## src/rtl/jt03_arb_pkg.sv

```systemverilog
`default_nettype none
// ============================================================================
//  Module      : jt03_arb_pkg
//  Description : Shared constants and FSM state type for the jt03 write
//                sequencer/arbiter (state encoding, counter width, number of
//                requesters).
//  Revision    : 1.0  initial release
// ============================================================================
package jt03_arb_pkg;

  localparam logic [2:0] c_ST_IDLE  = 3'd0;
  localparam logic [2:0] c_ST_ADDR  = 3'd1;
  localparam logic [2:0] c_ST_AWAIT = 3'd2;
  localparam logic [2:0] c_ST_DATA  = 3'd3;
  localparam logic [2:0] c_ST_DWAIT = 3'd4;

  localparam int unsigned c_CNT_W   = 8;
  localparam int unsigned c_NUM_REQ = 2;

  typedef enum logic [2:0] {
    ST_IDLE  = c_ST_IDLE,
    ST_ADDR  = c_ST_ADDR,
    ST_AWAIT = c_ST_AWAIT,
    ST_DATA  = c_ST_DATA,
    ST_DWAIT = c_ST_DWAIT
  } state_t;

endpackage
`default_nettype wire

```

## src/rtl/jt03_arb_wait.sv

```systemverilog
`default_nettype none
// ============================================================================
//  Module      : jt03_arb_wait
//  Description : Loadable, cen-qualified 8-bit down-counter used for both the
//                post-address and post-data busy gaps. done_o is high while
//                the count sits at 1. The counter stops at 0, never wraps.
//  Revision    : 1.0  initial release
// ============================================================================
module jt03_arb_wait
  import jt03_arb_pkg::*;
(
  input  logic               clk,
  input  logic               rst,
  input  logic               cen,
  input  logic               load_i,
  input  logic [c_CNT_W-1:0] load_val_i,
  input  logic               dec_i,
  output logic               done_o
);

  localparam logic [c_CNT_W-1:0] c_ONE  = c_CNT_W'(1);
  localparam logic [c_CNT_W-1:0] c_ZERO = '0;

  logic [c_CNT_W-1:0] cnt_q;
  logic [c_CNT_W-1:0] cnt_d;

  // Next count: load has priority over decrement; hold at zero.
  always_comb begin
    cnt_d = cnt_q;
    if (load_i) begin
      cnt_d = load_val_i;
    end else if (dec_i && (cnt_q != c_ZERO)) begin
      cnt_d = cnt_q - c_ONE;
    end
  end

  // Counter register, only advances on cen ticks.
  always_ff @(posedge clk) begin
    if (rst) begin
      cnt_q <= c_ZERO;
    end else if (cen) begin
      cnt_q <= cnt_d;
    end
  end

  assign done_o = (cnt_q == c_ONE);

endmodule
`default_nettype wire

```

## src/rtl/jt03_wr_arb.sv

```systemverilog
`default_nettype none
// ============================================================================
//  Module      : jt03_wr_arb
//  Description : Two-requester round-robin write arbiter/sequencer for the
//                jt03 (YM2203) core. Each accepted request becomes an address
//                strobe (addr=0) then a data strobe (addr=1), each followed
//                by a busy gap counted in cen ticks. All outputs registered.
//                Optional feature macro: JT03_ARB_SKIPADDR_EN (skip the
//                address phase when the register matches the last one
//                written).
//  Revision    : 1.0  initial release
// ============================================================================
module jt03_wr_arb
  import jt03_arb_pkg::*;
#(
  parameter int unsigned ADDR_WAIT = 6,
  parameter int unsigned DATA_WAIT = 24
) (
  input  logic       clk,
  input  logic       rst,
  input  logic       cen,
  input  logic       req0_valid,
  input  logic [7:0] req0_reg,
  input  logic [7:0] req0_data,
  output logic       req0_ready,
  input  logic       req1_valid,
  input  logic [7:0] req1_reg,
  input  logic [7:0] req1_data,
  output logic       req1_ready,
  output logic [7:0] chip_din,
  output logic       chip_addr,
  output logic       chip_cs_n,
  output logic       chip_wr_n,
  output logic       busy
);

  localparam logic [c_CNT_W-1:0] c_AWAIT_LOAD = c_CNT_W'(ADDR_WAIT);
  localparam logic [c_CNT_W-1:0] c_DWAIT_LOAD = c_CNT_W'(DATA_WAIT);

  state_t                 state_q, state_d;
  logic [7:0]             data_q, data_d;
  logic                   prio_q, prio_d;
  logic                   cs_n_q, cs_n_d;
  logic                   wr_n_q, wr_n_d;
  logic                   addr_q, addr_d;
  logic [7:0]             din_q, din_d;
  logic [c_NUM_REQ-1:0]   rdy_q, rdy_d;
  logic                   busy_q, busy_d;

  logic                   w_any;
  logic                   w_gnt;
  logic [7:0]             w_sel_reg;
  logic [7:0]             w_sel_data;
  logic                   w_skip;
  logic                   w_accept;
  logic                   w_cnt_load;
  logic [c_CNT_W-1:0]     w_cnt_val;
  logic                   w_cnt_dec;
  logic                   w_cnt_done;

  // Round-robin pick: the priority pointer only matters when both are valid.
  assign w_any      = req0_valid | req1_valid;
  assign w_gnt      = (req0_valid & req1_valid) ? prio_q : ~req0_valid;
  assign w_sel_reg  = w_gnt ? req1_reg  : req0_reg;
  assign w_sel_data = w_gnt ? req1_data : req0_data;
  assign w_accept   = cen & (state_q == ST_IDLE) & w_any;

`ifdef JT03_ARB_SKIPADDR_EN
  logic [7:0] last_reg_q, last_reg_d;
  logic       last_vld_q, last_vld_d;

  // Remember the register most recently put on the bus by an address strobe.
  always_comb begin
    last_reg_d = last_reg_q;
    last_vld_d = last_vld_q;
    if (w_accept && !w_skip) begin
      last_reg_d = w_sel_reg;
      last_vld_d = 1'b1;
    end
  end

  // Last-address tracker; the flag is cleared by reset only.
  always_ff @(posedge clk) begin
    if (rst) begin
      last_reg_q <= 8'h00;
      last_vld_q <= 1'b0;
    end else begin
      last_reg_q <= last_reg_d;
      last_vld_q <= last_vld_d;
    end
  end

  assign w_skip = last_vld_q & (w_sel_reg == last_reg_q);
`else
  assign w_skip = 1'b0;
`endif

  // Shared busy-gap counter for AWAIT and DWAIT.
  jt03_arb_wait u_wait (
    .clk        (clk),
    .rst        (rst),
    .cen        (cen),
    .load_i     (w_cnt_load),
    .load_val_i (w_cnt_val),
    .dec_i      (w_cnt_dec),
    .done_o     (w_cnt_done)
  );

  // Next-state and next-output logic; nothing moves unless cen is high.
  // The register address needs no separate latch: din_q holds it for the
  // whole address phase, and only the data byte must survive until DATA.
  always_comb begin
    state_d    = state_q;
    data_d     = data_q;
    prio_d     = prio_q;
    cs_n_d     = cs_n_q;
    wr_n_d     = wr_n_q;
    addr_d     = addr_q;
    din_d      = din_q;
    rdy_d      = '0;
    w_cnt_load = 1'b0;
    w_cnt_val  = '0;
    w_cnt_dec  = 1'b0;
    if (cen) begin
      case (state_q)
        ST_IDLE: begin
          if (w_any) begin
            data_d       = w_sel_data;
            prio_d       = ~w_gnt;
            rdy_d[w_gnt] = 1'b1;
            cs_n_d       = 1'b0;
            wr_n_d       = 1'b0;
            if (w_skip) begin
              addr_d  = 1'b1;
              din_d   = w_sel_data;
              state_d = ST_DATA;
            end else begin
              addr_d  = 1'b0;
              din_d   = w_sel_reg;
              state_d = ST_ADDR;
            end
          end
        end
        ST_ADDR: begin
          cs_n_d     = 1'b1;
          wr_n_d     = 1'b1;
          w_cnt_load = 1'b1;
          w_cnt_val  = c_AWAIT_LOAD;
          state_d    = ST_AWAIT;
        end
        ST_AWAIT: begin
          if (w_cnt_done) begin
            cs_n_d  = 1'b0;
            wr_n_d  = 1'b0;
            addr_d  = 1'b1;
            din_d   = data_q;
            state_d = ST_DATA;
          end else begin
            w_cnt_dec = 1'b1;
          end
        end
        ST_DATA: begin
          cs_n_d     = 1'b1;
          wr_n_d     = 1'b1;
          w_cnt_load = 1'b1;
          w_cnt_val  = c_DWAIT_LOAD;
          state_d    = ST_DWAIT;
        end
        ST_DWAIT: begin
          if (w_cnt_done) begin
            state_d = ST_IDLE;
          end else begin
            w_cnt_dec = 1'b1;
          end
        end
        default: begin
          cs_n_d  = 1'b1;
          wr_n_d  = 1'b1;
          state_d = ST_IDLE;
        end
      endcase
    end
    busy_d = (state_d != ST_IDLE);
  end

  // State and output registers; ready is a single-clk pulse regardless of cen.
  always_ff @(posedge clk) begin
    if (rst) begin
      state_q <= ST_IDLE;
      data_q  <= 8'h00;
      prio_q  <= 1'b0;
      cs_n_q  <= 1'b1;
      wr_n_q  <= 1'b1;
      addr_q  <= 1'b0;
      din_q   <= 8'h00;
      rdy_q   <= '0;
      busy_q  <= 1'b0;
    end else begin
      state_q <= state_d;
      data_q  <= data_d;
      prio_q  <= prio_d;
      cs_n_q  <= cs_n_d;
      wr_n_q  <= wr_n_d;
      addr_q  <= addr_d;
      din_q   <= din_d;
      rdy_q   <= rdy_d;
      busy_q  <= busy_d;
    end
  end

  assign req0_ready = rdy_q[0];
  assign req1_ready = rdy_q[1];
  assign chip_din   = din_q;
  assign chip_addr  = addr_q;
  assign chip_cs_n  = cs_n_q;
  assign chip_wr_n  = wr_n_q;
  assign busy       = busy_q;

endmodule
`default_nettype wire

```

## config.mk

```make
export PLATFORM = sky130hd
export DESIGN_NAME = jt03_wr_arb
export DESIGN_NICKNAME = d
export VERILOG_FILES = /design/src/rtl/jt03_arb_pkg.sv /design/src/rtl/jt03_arb_wait.sv /design/src/rtl/jt03_wr_arb.sv
export SDC_FILE = /design/constraint.sdc
export NUM_CORES = 1
export LEC_CHECK = 0
export BUFFER_PORTS_ARGS = -buffer_cell sky130_fd_sc_hd__buf_2
export CORE_UTILIZATION = 47
export CTS_CLUSTER_SIZE = 10
export DETAILED_ROUTE_END_ITERATION = 7
export GPL_TIMING_DRIVEN = 0
export PLACE_DENSITY = 0.76
export SYNTH_ARGS = -nofsm -noshare
export SYNTH_HDL_FRONTEND = slang
export SYNTH_HIERARCHICAL = 1
export SYNTH_SLANG_ARGS = --single-unit
```

## constraint.sdc

```tcl
create_clock -name clk -period 2.1 [get_ports clk]
set_input_delay 0.105 -clock clk [delete_from_list [all_inputs] [get_ports clk]]
set_output_delay 0.105 -clock clk [all_outputs]
set_load 0.01 [all_outputs]
```

After elaboration in Yosys (flattened, before gate mapping):

Index checks and enable logic that the tools add are counted.

* $add $sub $neg: 1
* order comparisons: 2
* equality and inequality tests: 7
* muxes and demuxes: 26
* bitwise gates (word level): 8
* reductions and logical operators: 14

Operators by type and width (number)
* two-way mux 8 bit: 6
* case mux 8 bit (2 select lines): 1
* case mux 3 bit (5 select lines): 1
* two-way mux 3 bit: 4
* two-way mux 1 bit: 10
* case mux 5 bit (2 select lines): 1
* equality test 8 x 1 -> 1 bit, second input constant: 1
* AND reduction 4 bit: 2
* nonzero test 8 bit: 1
* subtractor 8 x 1 -> 8 bit, second input constant: 1
* equality test 3 x 2 -> 1 bit, second input constant: 2
* inverter 1 bit: 6
* nonzero test 2 bit: 2
* OR reduction 2 bit: 2
* OR reduction 4 bit: 1
* equality test 3 x 1 -> 1 bit, second input constant: 1
* equality test 3 bit, second input constant: 1
* zero test 3 bit: 1
* case mux 1 bit (3 select lines): 1
* AND reduction 3 bit: 1
* nonzero test 3 bit: 1
* logical AND 1 bit: 2
* less-than comparator 1 x 2 -> 1 bit, second input constant: 1
* inequality test 2 x 1 -> 1 bit, second input constant: 1
* other kinds (7): 7

* bits in registers: 33
* input port bits: 37
* output and inout port bits: 14
* word-level logic and storage cells: 67

Logic depth before layout (Yosys ltp):

Gate-level depths: netlist of the first run.

* depth after elaboration: 7
* depth in mapped cells: 8
* depth with buffers taken out: 8

By module:

The synthesis of the first run kept the hierarchy.

By module, submodules not included
* jt03_wr_arb: instances 1, cells each 140, area an instance 1283.7 um2
* jt03_arb_wait: instances 1, cells each 77, area an instance 579.3 um2

Worst setup path before layout of the first run:

Ideal clock, no wire load.

* kind: reg2reg
* start point: register u_wait.cnt_q[1]
* end point: register u_wait.cnt_q[7]
* setup time: 0.115 ns
* arrival time: 1.914 ns
* data required time: 1.985 ns
* setup slack: 0.070 ns
* stages on the path, launching flop included: 9
* buffers on the path: 0
* period minus slack after synthesis: 2.030 ns
* cells stage by stage: dfxtp_1 inv_1 ha_1 and3_2 nor4_1 o21ai_0 a41o_2 o21a_1 o21ba_2

* longest elaborated chain between the ends: 7
* elaborated cells on any way between the ends: 11
* those cells by class: add/sub: 1; eq/ne: 1; mux: 5; reduce/logical: 4

RTL lines
* from (decl): RTL line jt03_arb_wait.sv:24 `logic [c_CNT_W-1:0] cnt_q;`
* from (signal assigned): RTL line jt03_arb_wait.sv:40 `cnt_q <= c_ZERO;`
* from (signal assigned): RTL line jt03_arb_wait.sv:42 `cnt_q <= cnt_d;`
* equality test 8 x 1 -> 1 bit: RTL line jt03_arb_wait.sv:46 `assign done_o = (cnt_q == c_ONE);`
* net w_cnt_done: RTL line jt03_wr_arb.sv:59 `logic w_cnt_done;`
* two-way mux 1 bit: RTL line jt03_wr_arb.sv:152, jt03_wr_arb.sv:170
* two-way mux 1 bit
* two-way mux 1 bit: RTL line jt03_wr_arb.sv:124 `if (cen) begin`
* net w_cnt_dec: RTL line jt03_wr_arb.sv:58 `logic w_cnt_dec;`
* logical AND 1 bit: RTL line jt03_arb_wait.sv:32 `end else if (dec_i && (cnt_q != c_ZERO)) begin`
* nonzero test 2 bit (no line)
* AND reduction 2 bit (no line)

The timed path passes the listed nets, and every way through them passes these cells. The select of a mux whose other input is x is not followed.
A chain may end at the register's enable or synchronous reset.

Worst setup path in the final report of the first run:

* start point: register state_q[1]
* end point: register u_wait.cnt_q[7]

* longest elaborated chain between the ends: 7
* elaborated cells on any way between the ends: 14
* those cells by class: eq/ne: 4; mux: 5; reduce/logical: 5

RTL lines
* from (decl): RTL line jt03_wr_arb.sv:40 `state_t state_q, state_d;`
* from (signal assigned): RTL line jt03_wr_arb.sv:199 `state_q <= state_d;`
* equality test 3 bit / equality test 3 x 2 -> 1 bit (equally long branches): RTL line jt03_wr_arb.sv:125 `case (state_q)`
* OR reduction 2 bit (no line) (*)
* two-way mux 1 bit (*)
* two-way mux 1 bit (*): RTL line jt03_wr_arb.sv:124
* net w_cnt_dec: RTL line jt03_wr_arb.sv:58
* logical AND 1 bit (*): RTL line jt03_arb_wait.sv:32
* nonzero test 2 bit (no line) (*)
* AND reduction 2 bit (no line) (*)

The timed path passes the listed nets; every way through them passes the cells marked *.

==> results.ini, run 1 <==
[pwr]
seq_power_share_pct=45.4
p_int_mw=1.08
ir_worst_vdd_v=0.000369
finalPower_mw=1.55
p_clk_share_pct=30.5
comb_power_share_pct=24.1
leakage_nw=1.00
power_density_nw_per_um2=668
p_sw_share_pct=30.3
p_switching_mw=0.469

[timing]
min_period_ns=1.99
fin_hold_ws_ns=0.160
period_share_pct=94.9
final_hold_viol_count=0
slew_viol_final=0
fin_skew_ns=0.00784
tightest_slew_ns=0.647
max-slew-margin-rel_pct=56.9
max_freq_ghz=0.502
finalSetupViolCount=0
rsz0062_at_grt=no

[floorplan]
die-area_um2=4220
core_area_um2=3740
num_rows=22
fp.dieW_um=65.0
pin_count=51
start_util_pct=49.8
die_h_um=65.0

[routing]
routed-via-count=1741
drt_wl_total_um=4200
vias_per_cell=5.34
dr.pass1.iters=4
drt-initial-drc-count=123
ant_nets=0
drcViolationCount=0
routedWlPerCell_um=12.9

[critical_path]
reg2reg_depth=7
worstSetupPathType=register to register
r2r-start=state_q[1]$_SDFF_PP0_
r2r-end=u_wait/cnt_q[7]$_SDFFE_PP0P_
slowest_delay_ns=0.42
worst_ep_arrival_time_ns=2.18
cp_max_fo=10
start_kind=register
worst_ep_required_time_ns=2.29
r2r_slack_ns=0.11
cp_cell_sequence=clkbuf_4 > xnor2_1 > nor4_4 > o21ai_2 > a41o_2 > o21a_1 > o21ba_2
crit_slowest_cell=dfxtp_1
endpoint_kind=register

[global_route]
grt_usage_pct=22.0
grt_max_degree=12
grt_overflow=0
grt_pass1_wl_um=7110
antenna_found_initial=0
grt_pass1_vias=1563

[yosys]
synth_warnings=6
synth-seq-area-share_pct=35.5
synth_edf_count=0
synth_flop_cell=dfxtp_1
syn_inst=217
synth-seq-cells=33
yosysUniqueCellTypes=49
avgSynthCellArea_um2=8.59
syn-cell-area_um2=1860
ys_async_sr_fraction_pct=0

[placed_design]
placed_cells=317
routabilityCongestion=0.874
dp_hpwl_um=3010
io_buffers=49

[cells_and_area]
n_antenna_cell=0
fillerInstances=361
instances_no_fill=326
final_nets=317
layout-drive-gt1-share_pct=34.5
area_growth_pct=24.4

[hold_path]
whs_path_depth=3
min_path_type=input pin to register
min_to=data_q[0]$_SDFFE_PP0P_
hold_start=req1_data[0]

[run]
drv_cap=0

[cts]
hold_buffers=0
cts_max_level=2
clock_path_buffers=2
cts.clk_slew.worst_paths_ns=0.07
cts_made_buffers=5
cts_root_buffer=clkbuf_8
worst_skew_pair.late_latency_ns=0.29
cts_tree=built
clock-sinks=33

[status]
status=finished clean

worst max path at each step:
stage / from / end / slack [ns] / cells past startpoint
final: state_q[1]$_SDFF_PP0_ / u_wait/cnt_q[7]$_SDFFE_PP0P_ / 0.11 / 7
after global routing: u_wait/cnt_q[6]$_SDFFE_PP0P_ / chip_din[7]$_SDFFE_PP0P_ / 0.0004 / 7
after CTS: u_wait/cnt_q[4]$_SDFFE_PP0P_ / u_wait/cnt_q[7]$_SDFFE_PP0P_ / 0.008 / 7
after detailed placement: u_wait/cnt_q[1]$_SDFFE_PP0P_ / u_wait/cnt_q[4]$_SDFFE_PP0P_ / -0.30 / 8
after global placement: u_wait/cnt_q[1]$_SDFFE_PP0P_ / u_wait/cnt_q[2]$_SDFFE_PP0P_ / -0.24 / 8
after floorplan: u_wait/cnt_q[1]$_SDFFE_PP0P_ / u_wait/cnt_q[7]$_SDFFE_PP0P_ / 0.07 / 8
synthesized netlist by cell type (2+ instances only):
cell,number,share of area [%]
nor3b_2,2,1.3
nand2b_1,4,1.3
buf_4,4,1.6
a31oi_1,2,0.67
a32oi_1,2,0.94
nand3_1,2,0.54
dfxtp_1,33,35
nor2_1,25,5.0
ha_1,3,2.0
a211oi_1,8,3.2
nand2_1,24,4.8
o21ai_0,9,2.4
clkbuf_1,7,1.4
nor4_1,2,0.67
mux2i_1,17,9.1
and3_2,2,0.81
buf_2,3,0.81
a21oi_2,8,3.8
nor3_1,2,0.54
a211o_1,8,3.8
a21oi_1,15,4.0
inv_1,5,1.0
buf_6,2,1.2
o21a_1,3,1.2
placed cells by master (no fill, tap or decap), types with 2 or more instances in the layout:
cell type / netlist / layout
buf_2: 3 / 52
dfxtp_1: 33 / 30
nand2_1: 24 / 24
nor2_1: 25 / 24
mux2i_1: 17 / 17
a21oi_1: 15 / 15
a211o_1: 8 / 8
a21oi_2: 8 / 8
o21ai_0: 9 / 8
a211oi_1: 8 / 8
inv_1: 5 / 5
buf_4: 4 / 5
clkbuf_8: 0 / 5
nand2b_1: 4 / 4
conb_1: 1 / 4
nor3b_2: 2 / 3
clkbuf_2: 0 / 3
clkbuf_1: 7 / 3
o21a_1: 3 / 3
ha_1: 3 / 3
dfxtp_2: 0 / 3
buf_6: 2 / 2
nor4_4: 1 / 2
nor3_1: 2 / 2
a32oi_1: 2 / 2
a31oi_1: 2 / 2
clkinv_2: 0 / 2
and3_2: 2 / 2
nand3_1: 2 / 2
power by group through the flow:
stage | clock, mW | combinational [mW] | sequential [mW]
after floorplan | 0 | 0.247 | 0.721
after global placement | 0 | 0.354 | 0.716
after detailed placement | 0 | 0.359 | 0.716
after CTS | 0.483 | 0.366 | 0.702
after global routing | 0.520 | 0.415 | 0.708
final | 0.472 | 0.373 | 0.703
logic make-up after synthesis:
| logic type | after synthesis | share of synthesized area (%) |
|---|---|---|
| compound gates | 67 | 25.7 |
| xor+xnor | 1 | 0.470 |
| fa+ha+maj | 3 | 2.01 |
| buf+inv | 22 | 6.25 |
| flops | 33 | 35.5 |
| mux | 17 | 9.13 |
| other cells | 1 | 0.201 |
| simple gates | 73 | 20.8 |
layer usage:
metal / track usage (%) / vias to the layer above / routed length, um
li1: - / 896 / -
met1: 29.5 / 781 / 2110
met3: 6.34 / 6 / 260
met4: 7.78 / 0 / 58
met2: 33.2 / 58 / 1770
met5: 0 / - / 0
worst max-delay path: cells and delay by family (launching register included):
kind                      cells  cell delay, ns
DFF                           1            0.42
buffers and inverters         1            0.24
xor gates and xnor gates      1            0.11
AOI/OAI and AO/OA             4            0.81
and+or+nand+nor               1            0.32
area by class of cell:
class	count	area (um^2)	area share, %
multi-input combinational	165	1130	48.8
timing repair buffer	50	253	10.9
sequential	33	664	28.7
clock inverter	3	17.5	0.756
inverter	5	18.8	0.809
tap	48	60.1	2.59
clock buffer	5	68.8	2.97
buffer	17	105	4.53
per-stage QoR:
step,setup WS [ns],area (um^2),setup TNS (ns),util (%)
global placement,-0.244,2180,-1.77,58.2
detailed placement,-0.299,2180,-2.18,58.2
global route,0.000412,2320,0,61.9
CTS,0.00756,2290,0,61.3
finish,0.107,2320,0,61.9
floorplan,0.0705,1870,0,-
flip-flops by register name (all words and copies together) (netlist names):
| signal | cells |
|---|---|
| busy | 1 |
| chip_addr | 1 |
| chip_din | 8 |
| chip_wr_n | 1 |
| data_q | 8 |
| prio_q | 1 |
| rdy_q | 2 |
| state_q | 3 |
| u_wait/cnt_q | 8 |
repair_timing:
item,4_1_cts,5_1_grt
resized for setup,7,12
hold endpoints to repair,0,0
endpoints found under the setup margin,8,16
setup buffers,0,1
pin swaps,1,2
Power figures use the tool's default switching activity.
==> inputs of run 2 (changes only) <==
Settings changed: CORE_MARGIN set to 2, CTS_CLUSTER_SIZE 10 to unset, REMOVE_ABC_BUFFERS set to 1.
==> run 2 against run 1 <==
  * Hold slack got worse by 0.012 ns
  * Highest routed layer unchanged
  * Global-route usage decreased by 0.94 points
  * Largest power group unchanged
  * Register-to-register slack about the same
==> results.ini, run 2 (same netlist as run 1, synthesis figures left out) <==
[floorplan]
die-area_um2=4480
fp.dieW_um=67.0
pin_count=51
num_rows=22
start_util_pct=49.8
core_area_um2=3740
die_h_um=67.0

[timing]
tightest_slew_ns=0.743
finalSetupViolCount=0
final_hold_viol_count=0
max_freq_ghz=0.504
period_share_pct=94.5
rsz0062_at_grt=yes
slew_viol_final=0
max-slew-margin-rel_pct=50.4
fin_skew_ns=0.00848
min_period_ns=1.99
fin_hold_ws_ns=0.148

[hold_path]
hold_start=cen
whs_path_depth=3
min_path_type=input pin to register
min_to=u_wait/cnt_q[0]$_SDFFE_PP0P_

[cells_and_area]
instances_no_fill=316
layout-drive-gt1-share_pct=33.6
final_cell_mix=50 x buf_2, 31 x dfxtp_1, 24 x nand2_1, 24 x nor2_1, 17 x mux2i_1
n_antenna_cell=0
area_growth_pct=24.6
final_nets=307
layout_commonest_cell=buf_2

[routing]
vias_per_cell=5.38
routedWlPerCell_um=12.8
drcViolationCount=0
dr.pass1.iters=4
ant_nets=0
drt_wl_total_um=4030
drt-initial-drc-count=66
routed-via-count=1699

[run]
drv_cap=0

[placed_design]
routabilityCongestion=0.806
dp_hpwl_um=2680
io_buffers=50
placed_cells=304

[global_route]
grt_overflow=0
grt_pass1_vias=1555
antenna_found_initial=0
grt_max_degree=35
grt_usage_pct=21.1
grt_pass1_wl_um=7180

[pwr]
finalPower_mw=1.60
ir_worst_vdd_v=0.000476
leakage_nw=0.990
power_density_nw_per_um2=689

[cts]
cts_made_buffers=5
cts_root_buffer=clkbuf_8
worst_skew_pair.late_latency_ns=0.29
cts_max_level=2
cts_tree=built
cts.clk_slew.worst_paths_ns=0.07
clock-sinks=33
clock_path_buffers=2
hold_buffers=0

[critical_path]
reg2reg_depth=7
worst_ep_required_time_ns=2.31
r2r-end=chip_din[0]$_SDFFE_PP0P_
cp_max_fo=12
worstSetupPathType=register to register
r2r_slack_ns=0.11
start_kind=register
worst_ep_arrival_time_ns=2.20
endpoint_kind=register
r2r-start=u_wait/cnt_q[5]$_SDFFE_PP0P_

[status]
status=finished clean

## run 2: cell count changes in the layout (fill, tap and decap cells not counted), sizes merged
cell	delta
buf	-3
clkinvlp	-1
clkinv	-1
clkbuf	-5
## run 2: final cells by class
type | instances | area, um^2
clock buffer | 7 | 96.3
fill | 333 | 1420
inverter | 5 | 18.8
multi-input combinational | 165 | 1160
clock inverter | 1 | 5.00
sequential | 33 | 663
tap | 48 | 60.1
timing repair buffer | 57 | 318
## run 2: worst max-delay path by stage
stage,startpoint,end,slack (ns),cells past startpoint
floorplan,prio_q$_SDFFE_PP0P_,chip_din[0]$_SDFFE_PP0P_,-0.81,4
global placement,state_q[1]$_SDFF_PP0_,busy$_SDFF_PP0_,-1.55,2
detailed placement,u_wait/cnt_q[1]$_SDFFE_PP0P_,u_wait/cnt_q[6]$_SDFFE_PP0P_,-0.28,8
CTS,u_wait/cnt_q[2]$_SDFFE_PP0P_,chip_din[0]$_SDFFE_PP0P_,0.02,7
global route,u_wait/cnt_q[5]$_SDFFE_PP0P_,chip_din[0]$_SDFFE_PP0P_,-0.03,7
finish,u_wait/cnt_q[5]$_SDFFE_PP0P_,chip_din[0]$_SDFFE_PP0P_,0.11,7
## run 2: worst max-delay path, cell delays in order (launching register included)
cell and delay (ns):
dfxtp_1 0.36, nor4_4 0.29, and3_2 0.29, nand2b_1 0.19, o311ai_4 0.21, buf_6 0.21, a211o_1 0.24, a21oi_2 0.12
## run 2: per-layer routing
metal,share of wire (%),wire length [um],up-vias,track usage [%]
li1,-,-,874,-
met2,48,1930,54,34.6
met1,44,1780,762,26.2
met3,5.9,236,9,4.73
met4,2.1,84,0,9.18
met5,0,0,-,0
## run 2: what timing repair did
item,in CTS,in global routing
gates resized for setup,7,3
pin swaps,1,1
endpoints found under the hold margin,0,0
endpoints found under the setup margin,12,12
setup buffers,4,0
## run 2: stage by stage
stage / util (%) / TNS, ns / setup WS [ns] / area (um^2)
finish: 62.0 / 0 / 0.115 / 2320
global route: 62.0 / -0.0761 / -0.0279 / 2320
CTS: 61.6 / 0 / 0.0195 / 2300
detailed placement: 57.2 / -2.15 / -0.281 / 2140
global placement: 55.7 / -40.87 / -1.55 / 2090
floorplan: - / -19.29 / -0.810 / 1780
## run 2: report_power, final
group          switching, mW  internal, mW  leakage, nW
clock                  0.229         0.296       0.0542
sequential            0.0398         0.674        0.271
combinational          0.186         0.174        0.665
